### src/rtl/prv_trap_sequencer_pkg.sv
// Machine-mode trap types shared by the trap sequencer and its exception priority encoder.
package prv_trap_sequencer_pkg;

    typedef enum logic [3:0] {
        EX_MAL_INSN    = 4'd0,
        EX_FAULT_INSN  = 4'd1,
        EX_ILLEGAL     = 4'd2,
        EX_BREAKPOINT  = 4'd3,
        EX_MAL_L       = 4'd4,
        EX_FAULT_L     = 4'd5,
        EX_MAL_S       = 4'd6,
        EX_FAULT_S     = 4'd7,
        EX_ENV         = 4'd11
    } ex_code_t;

    typedef enum logic [3:0] {
        INT_S_SOFT  = 4'd1,
        INT_M_SOFT  = 4'd3,
        INT_S_TIMER = 4'd5,
        INT_M_TIMER = 4'd7,
        INT_S_EXT   = 4'd9,
        INT_M_EXT   = 4'd11
    } int_code_t;

    typedef enum logic [1:0] {
        ST_IDLE     = 2'd0,
        ST_WAIT_MEM = 2'd1,
        ST_INSERT   = 2'd2,
        ST_RET      = 2'd3
    } trap_state_t;

    localparam int EXC_MAL_INSN   = 0;
    localparam int EXC_FAULT_INSN = 1;
    localparam int EXC_ILLEGAL    = 2;
    localparam int EXC_BREAKPOINT = 3;
    localparam int EXC_MAL_L      = 4;
    localparam int EXC_FAULT_L    = 5;
    localparam int EXC_MAL_S      = 6;
    localparam int EXC_FAULT_S    = 7;
    localparam int EXC_ENV        = 8;

endpackage

### src/rtl/prv_trap_sequencer_priority.sv
// Combinational exception priority encoder: picks the single cause to report when
// several exception flags are raised together.
import prv_trap_sequencer_pkg::*;

module prv_exception_priority (
    input  logic [8:0] exc_vec,
    output logic       valid,
    output ex_code_t   code
);

    always_comb begin
        valid = |exc_vec;
        code  = EX_MAL_INSN;
        if (exc_vec[EXC_BREAKPOINT])      code = EX_BREAKPOINT;
        else if (exc_vec[EXC_FAULT_INSN]) code = EX_FAULT_INSN;
        else if (exc_vec[EXC_MAL_INSN])   code = EX_MAL_INSN;
        else if (exc_vec[EXC_ILLEGAL])    code = EX_ILLEGAL;
        else if (exc_vec[EXC_ENV])        code = EX_ENV;
        else if (exc_vec[EXC_MAL_S])      code = EX_MAL_S;
        else if (exc_vec[EXC_MAL_L])      code = EX_MAL_L;
        else if (exc_vec[EXC_FAULT_S])    code = EX_FAULT_S;
        else if (exc_vec[EXC_FAULT_L])    code = EX_FAULT_L;
    end

endmodule

### src/rtl/prv_trap_sequencer.sv
// Machine-mode trap sequencer: latches mepc/mcause/mtval and issues a one-cycle PC redirect.
// Define VECTORED_INTR_EN to enable vectored interrupt dispatch (mtvec[1:0]==2'b01).
import prv_trap_sequencer_pkg::*;

// state    | meaning
// IDLE     | no trap in flight; exceptions, interrupts and ret accepted
// WAIT_MEM | trap latched, waiting for the memory stage to drain
// INSERT   | redirect to trap vector for one cycle
// RET      | redirect to mepc for one cycle
module prv_trap_sequencer #(
    parameter int XLEN = 32
) (
    input  logic            CLK,
    input  logic            nRST,
    input  logic [8:0]      exc_vec,
    input  logic            wb_enable,
    input  logic            ex_mem_stall,
    input  logic            intr_pending,
    input  logic [3:0]      intr_cause,
    input  logic            ret,
    input  logic [XLEN-1:0] epc,
    input  logic [XLEN-1:0] badaddr,
    input  logic [XLEN-1:0] mtvec,
    output logic            intr,
    output logic            insert_pc,
    output logic [XLEN-1:0] priv_pc,
    output logic [XLEN-1:0] mepc,
    output logic [XLEN-1:0] mcause,
    output logic [XLEN-1:0] mtval,
    output logic            trap_busy
);

    trap_state_t     state, state_next;
    logic            exc_valid;
    ex_code_t        exc_code;
    logic            take_exc, take_intr;
    logic [XLEN-1:0] trap_base, trap_target;

    prv_exception_priority u_prio (
        .exc_vec (exc_vec),
        .valid   (exc_valid),
        .code    (exc_code)
    );

    assign intr      = intr_pending && !exc_valid && (state == ST_IDLE);
    assign take_exc  = (state == ST_IDLE) && exc_valid && wb_enable;
    assign take_intr = intr && !ex_mem_stall;
    assign trap_busy = (state != ST_IDLE);
    assign trap_base = mtvec & ~XLEN'(3);

`ifdef VECTORED_INTR_EN
    // Mode bits are sampled at redirect time; the latched mcause says whether it was an interrupt.
    assign trap_target = (mtvec[1:0] == 2'b01 && mcause[XLEN-1])
                       ? trap_base + XLEN'({mcause[3:0], 2'b00})
                       : trap_base;
`else
    assign trap_target = trap_base;
`endif

    always_ff @(posedge CLK) begin
        if (!nRST) state <= ST_IDLE;
        else       state <= state_next;
    end

    always_comb begin
        state_next = state;
        insert_pc  = 1'b0;
        priv_pc    = '0;
        case (state)
            ST_IDLE: begin
                if (take_exc)       state_next = ex_mem_stall ? ST_WAIT_MEM : ST_INSERT;
                else if (take_intr) state_next = ST_INSERT;
                else if (ret)       state_next = ST_RET;
            end
            ST_WAIT_MEM: begin
                if (!ex_mem_stall) state_next = ST_INSERT;
            end
            ST_INSERT: begin
                insert_pc  = 1'b1;
                priv_pc    = trap_target;
                state_next = ST_IDLE;
            end
            ST_RET: begin
                insert_pc  = 1'b1;
                priv_pc    = mepc;
                state_next = ST_IDLE;
            end
            default: state_next = ST_IDLE;
        endcase
    end

    always_ff @(posedge CLK) begin
        if (!nRST) begin
            mepc   <= '0;
            mcause <= '0;
            mtval  <= '0;
        end else if (take_exc) begin
            mepc   <= epc;
            mcause <= {{(XLEN-4){1'b0}}, exc_code};
            mtval  <= badaddr;
        end else if (take_intr) begin
            mepc   <= epc;
            mcause <= {1'b1, {(XLEN-5){1'b0}}, intr_cause};
            mtval  <= '0;
        end
    end

endmodule
### config.mk
export PLATFORM = sky130hd
export DESIGN_NAME = prv_trap_sequencer
export DESIGN_NICKNAME = d
export VERILOG_FILES = /design/src/rtl/prv_trap_sequencer_pkg.sv /design/src/rtl/prv_trap_sequencer_priority.sv /design/src/rtl/prv_trap_sequencer.sv
export SDC_FILE = /design/constraint.sdc
export NUM_CORES = 1
export LEC_CHECK = 0
export CELL_PAD_IN_SITES_DETAIL_PLACEMENT = 1
export CELL_PAD_IN_SITES_GLOBAL_PLACEMENT = 1
export CORE_MARGIN = 5
export CORE_UTILIZATION = 27
export DETAILED_ROUTE_END_ITERATION = 8
export PLACE_DENSITY_LB_ADDON = 0.1
export SLEW_MARGIN = 10
export SYNTH_ARGS = -nofsm -noshare
export SYNTH_HDL_FRONTEND = slang
export SYNTH_SLANG_ARGS = --single-unit
export TNS_END_PERCENT = 50
### constraint.sdc
create_clock -name CLK -period 5.1 [get_ports CLK]
set_clock_uncertainty 0.15 [all_clocks]
set_input_delay 1.02 -clock CLK [delete_from_list [all_inputs] [get_ports CLK]]
set_output_delay 1.02 -clock CLK [all_outputs]
set_load 0.05 [all_outputs]
==> impl_metrics.csv, run 1 <==
group,metric,value,unit
global_route,grt_pass1_vias,3765,
floorplanning,io_pins,246,
pwr,p_per_area,328,mW/mm^2
detailed_routing,drc,0,
timing,period_share,0.870,
floorplanning,die_w,127,um
timing,finalMaxSlewViolations,0,
cts,cts_inserted_buffers,9,
finish,stdcell_count,779,
worst_setup_path,endpoint_kind,"output port",
synthesis,yosysUniqueCellTypes,38,
detailed_routing,viasPerCell,4.48,
placed_design,gp_congestion,0.797,
timing,hold_viol_final,0,
placed_design,place_ws,0.670,ns
placed_design,placedCellCount,763,
finish,final_util,0.462,
timing,relSlewSlack,0.297,
synthesis,syn_area,0.00369,mm^2
finish,fillers,1500,
timing,fin_crit,4.44,ns
cts,post_cts_resized,0,
timing,rsz0062_at_grt,"false",
global_route,grt_max_degree,72,
finish,drive_above_1_share,0.0945,
floorplanning,std_cell_rows,42,
synthesis,syn_inst,397,
worst_setup_path,cp-start-kind,"primary input",
job,drv_cap,0,
worst_setup_path,cp.required,3.93,ns
timing,tns,0,ns
timing,fmax,225,MHz
timing,setup_viol_count_final,0,
detailed_routing,drtAntennaViolNets,0,
finish,final_cell_mix,"clkdlybuf4s50_1, dfxtp_1, nand2_1",
worst_setup_path,critPathMaxFanout,6,
cts,clock_latency,0.33,ns
finish,nNetsFinal,713,
cts,postCtsHoldBufs,0,
synthesis,avgSynthCellArea,9.29,um^2
synthesis,synth_ff_type,"dfxtp_1",
finish,areaGrowthSynthToFinish,66.5,%
synthesis,synth-async-reset-ratio,0,
timing,worst_slack,0.662,ns
cts,postCtsSetupBuffers,0,
hold_path,whs_path_depth,2,
placed_design,io_buffers,216,
global_route,grt-ovfl-total,0,
floorplanning,coreArea,0.0133,mm^2
cts,clock_path_buffers,2,
detailed_routing,first_pass_iters,4,
detailed_routing,via_count,3490,
floorplanning,initial_utilization,0.277,
global_route,antenna_found_initial,0,
worst_setup_path,path_class,"primary input to output port",
floorplanning,die_h,127,um
pwr,irDropWorstVdd,0.000140,V
hold_path,min_path_type,"flip-flop to flip-flop",
synthesis,synth_seq_cells,71,
global_route,grtUsageTotal,0.158,
synthesis,seq_area_frac_synth,0.385,
worst_setup_path,reg2reg_depth,7,
cts,clk_pin_slew,0.06,ns
pwr,p_leak,2.20,nW
cts,root_buffer,"clkbuf_16",
synthesis,synth_edf_count,0,
cts,cts.sinks,71,
finish,final_common_cell,"clkdlybuf4s50_1",
global_route,grt_pass1_wl,20300,um
placed_design,dp_hpwl,9730,um
cts,htree_num_levels,3,
floorplanning,die_area,0.0161,mm^2
detailed_routing,drt_iter0_drc,110,
detailed_routing,wl_per_cell,16.9,um
synthesis,ys_warn_count,0,
timing,worstMarginPinSlew,1.06,ns
finish,antennaDiodeCount,0,
detailed_routing,routed_wl,13200,um
cts,cts_tree,"done",
worst_setup_path,crit_arrival,3.27,ns
pwr,finalPower,0.00201,W
status,status,"completed",
[layer usage]
| metal | global-route usage | vias up | share of wire |
|---|---|---|---|
| met5 | 0 | - | 0 |
| met4 | 0.0492 | 0 | 0.011 |
| met1 | 0.179 | 1633 | 0.41 |
| met2 | 0.269 | 150 | 0.47 |
| met3 | 0.0673 | 11 | 0.10 |
| li1 | - | 1696 | - |
[cells by family (layout without fill, tap and decap cells)]
| group | Yosys count | after routing | share of synthesized area |
|---|---|---|---|
| muxes | 30 | 30 | 0.0814 |
| buffers and inverters | 60 | 240 | 0.111 |
| and+or+nand+nor | 150 | 150 | 0.218 |
| AOI/OAI and AO/OA | 85 | 85 | 0.203 |
| other | 1 | 27 | 0.00102 |
| DFF | 71 | 71 | 0.385 |
[cell usage after synthesis, types with 2 or more instances]
| cell type | number | area, um^2 |
|---|---|---|
| dfxtp_1 | 71 | 1420 |
| nand2_1 | 66 | 248 |
| nor2b_1 | 65 | 407 |
| a22oi_1 | 32 | 240 |
| buf_4 | 31 | 233 |
| mux2i_1 | 30 | 300 |
| a21boi_2 | 28 | 315 |
| clkbuf_1 | 11 | 41.3 |
| buf_2 | 9 | 45.0 |
| o21ai_0 | 5 | 25.0 |
| a21boi_0 | 4 | 30.0 |
| a21oi_1 | 3 | 15.0 |
| and3_1 | 3 | 18.8 |
| buf_6 | 3 | 33.8 |
| buf_8 | 3 | 45.0 |
| inv_1 | 3 | 11.3 |
| nor2_1 | 3 | 11.3 |
| a31oi_1 | 2 | 12.5 |
| a31oi_4 | 2 | 42.5 |
| nand3_1 | 2 | 10.0 |
| nor4_4 | 2 | 42.5 |
| o21ai_1 | 2 | 10.0 |
| o311ai_0 | 2 | 17.5 |
[state kept, by name, indices dropped and copies added (netlist names)]
name and flops:
mtval 32, mcause 5, mepc 32, state 2
[path summary, 6_finish.rpt]
check | from | end | slack (ns)
hold reg to reg | mcause[2] | mcause[2] | 0.32
setup reg to reg | state[1] | mcause[3] | 2.35
hold / removal | mcause[2] | mcause[2] | 0.32
setup / recovery | exc_vec[1] | intr | 0.66
[critical path, stage by stage]
cell and delay (ns):
clkdlybuf4s50_1 0.48, nor4_4 0.43, and3_2 0.32, and3_1 0.18, clkdlybuf4s50_1 0.84
[final cells by class]
class	instances	area, um^2	share of cell area
clock buffer	13	260	0.0424
clock inverter	3	65.1	0.0106
inverter	3	11.3	0.00183
multi-input combinational	292	1960	0.318
sequential	71	1420	0.232
tap	176	220	0.0359
timing repair buffer	221	2210	0.359
[metrics by stage]
stage,hold WS [ns],cell area (um^2)
final,0.319,6140
after CTS,0.329,6140
after global routing,0.351,6140
after global placement,0.292,5820
after detailed placement,0.300,5820
after floorplan,0.493,3790
[power by group]
part	internal, W	leakage, nW	switching, W
registers	0.000599	0.583	0.0000330
clock network	0.000455	0.160	0.000234
logic	0.000265	1.46	0.000429
Note: power is estimated with default switching activity, not from simulation.
==> run 2: changes to the inputs <==
- SLEW_MARGIN: 10 -> default
==> results of run 2 <==
The final DEF is identical to that of run 1; final timing and power are the same.
==> run 3: changes to the inputs <==
- CORE_UTILIZATION: 27 -> 23
- clock period: 5.1 -> 3.7 ns (I/O delays scaled with it)
==> run 3 against run 2 <==
  * Power is 38% higher
  * Final area grew 1.2%
  * Global-route usage down 1.7 points
  * Die area up 16%
  * Cell count increased by 5.4%
  * Wire length rose by 1.1%
  * Count of clock-buffer cells in the layout decreased by 2
  * First-iteration DRC count grew 4.5%
  * Setup slack worse by 0.25 ns
  * Critical path depth stayed put
  * Register-to-register slack worse by 1.2 ns
  * Critical path type unchanged
==> impl_metrics.csv, run 3 (synthesis gave the netlist of run 1 again) <==
group,metric,value,unit
floorplanning,std_cell_rows,46,
hold_path,whs_path_depth,2,
finish,drive_above_1_share,0.102,
timing,rsz0062_at_grt,"false",
timing,period_share,0.888,
cts,htree_num_levels,3,
detailed_routing,met1_length,5500,um
worst_setup_path,crit_arrival,2.40,ns
cts,cts_tree,"done",
timing,hold_viol_final,0,
finish,ff_latch_area,0.00142,mm^2
timing,relSlewSlack,0.574,
worst_setup_path,reg2reg_depth,7,
floorplanning,coreArea,0.0158,mm^2
global_route,grt_max_degree,42,
global_route,antenna_found_initial,0,
cts,cts_inserted_buffers,9,
detailed_routing,met2_length,6160,um
global_route,grtUsageTotal,0.141,
worst_setup_path,cp.required,2.81,ns
timing,fin_crit,3.29,ns
hold_path,min_to,"mcause[2]",
worst_setup_path,cp-start-kind,"primary input",
detailed_routing,via_count,3456,
floorplanning,die_area,0.0187,mm^2
detailed_routing,drc,0,
hold_path,min_path_type,"flip-flop to flip-flop",
worst_setup_path,slowest_delay,0.48,ns
detailed_routing,wl_per_cell,16.2,um
cts,cts.sinks,71,
timing,tns,0,ns
hold_path,hold_start,"mcause[2]",
detailed_routing,viasPerCell,4.21,
timing,finalMaxSlewViolations,0,
timing,whs,0.299,ns
placed_design,dp_hpwl,10100,um
worst_setup_path,cpMaxStageDelayCell,"clkdlybuf4s50_1",
detailed_routing,routed.top_layer,"met4",
worst_setup_path,worstPathCellList,"clkdlybuf4s50_1 > nor4_4 > and3_2 > and3_1 > buf_12",
worst_setup_path,timing.rr.end,"mcause[2]",
pwr,irDropWorstVdd,0.000183,V
cts,postCtsSetupBuffers,0,
global_route,grt-ovfl-total,0,
cts,clock_latency,0.33,ns
pwr,p_per_area,447,mW/mm^2
detailed_routing,routed-wl-met3,1500,um
finish,final_cell_mix,"clkdlybuf4s50_1, dfxtp_1, nand2_1",
global_route,grt_pass1_vias,3725,
finish,areaGrowthSynthToFinish,68.5,%
floorplanning,die_w,137,um
finish,multi_input_area,0.00196,mm^2
detailed_routing,drt_iter0_drc,115,
finish,largestRegisters,"mepc (32), mtval (32), mcause (5)",
worst_setup_path,path_class,"primary input to output port",
timing,worstMarginPinSlew,0.639,ns
placed_design,io_buffers,216,
worst_setup_path,rrSetupSlack,1.18,ns
cts,post_cts_resized,0,
worst_setup_path,rr_startpoint,"state[0]",
floorplanning,initial_utilization,0.233,
detailed_routing,first_pass_iters,4,
timing,setup_viol_count_final,0,
global_route,grt_pass1_wl,20500,um
detailed_routing,drtAntennaViolNets,0,
cts,clock_path_buffers,2,
placed_design,gp_congestion,0.700,
finish,final_common_cell,"clkdlybuf4s50_1",
cts,clk_pin_slew,0.06,ns
cts,root_buffer,"clkbuf_16",
finish,antennaDiodeCount,0,
timing,fmax,304,MHz
detailed_routing,routed_wl,13300,um
status,status,"completed",
floorplanning,die_h,137,um
cts,postCtsHoldBufs,0,
floorplanning,io_pins,246,
worst_setup_path,critPathMaxFanout,6,
pwr,finalPower,0.00277,W
finish,fillers,1791,
pwr,p_leak,2.21,nW
worst_setup_path,endpoint_kind,"output port",
job,drv_cap,0,
finish,nNetsFinal,715,
-- run 3: cell types whose count changed in the layout (fill, tap and decap cells not counted), sizes merged --
| cell | before | now |
|---|---|---|
| buf | 6 | 10 |
| clkinvlp | 0 | 1 |
| clkinv | 1 | 2 |
| clkbuf | 13 | 11 |
| clkdlybuf4s50 | 215 | 213 |
-- run 3: how the worst max path moves through the flow --
stage                from  endpoint  slack [ns]
5_1_grt        exc_vec[1]      intr        0.33
2_1_floorplan  exc_vec[1]      intr        0.95
6_report       exc_vec[1]      intr        0.41
3_5_place_dp   exc_vec[1]      intr        0.38
4_1_cts        exc_vec[1]      intr        0.38
3_3_place_gp   exc_vec[1]      intr        0.47
-- run 3: area by class of cell --
class	instances	area share
clock inverters	5	0.0131
repair buffers	223	0.359
flip-flops and latches	71	0.229
inverters	3	0.00181
well taps	216	0.0435
multi-input cells	292	0.315
clock buffers	11	0.0391
-- run 3: layer usage --
metal,up-vias,global-route usage
met5,-,0
met4,0,0.0470
met3,10,0.0614
met2,144,0.229
met1,1601,0.166
li1,1701,-
-- run 3: through the flow --
step / std cells / utilization / instance area [um^2] / setup slack (ns)
6_report: 821 / 0.393 / 6210 / 0.413
3_3_place_gp: 805 / 0.372 / 5890 / 0.472
4_1_cts: 821 / 0.393 / 6210 / 0.377
2_1_floorplan: 423 / - / 3790 / 0.953
5_1_grt: 821 / 0.393 / 6210 / 0.326
3_5_place_dp: 805 / 0.372 / 5890 / 0.384
-- run 3: report_power, final --
group          internal (W)  total (W)  switching (W)
logic              0.000365   0.000954       0.000589
registers          0.000826   0.000871      0.0000456
clock network      0.000609   0.000950       0.000341
total               0.00180    0.00277       0.000975
-- run 3: worst max-delay path, delay by kind of cell --
kind	cells	cell delay, ns
buffers and inverters	2	0.63
and+or+nand+nor	3	1.02
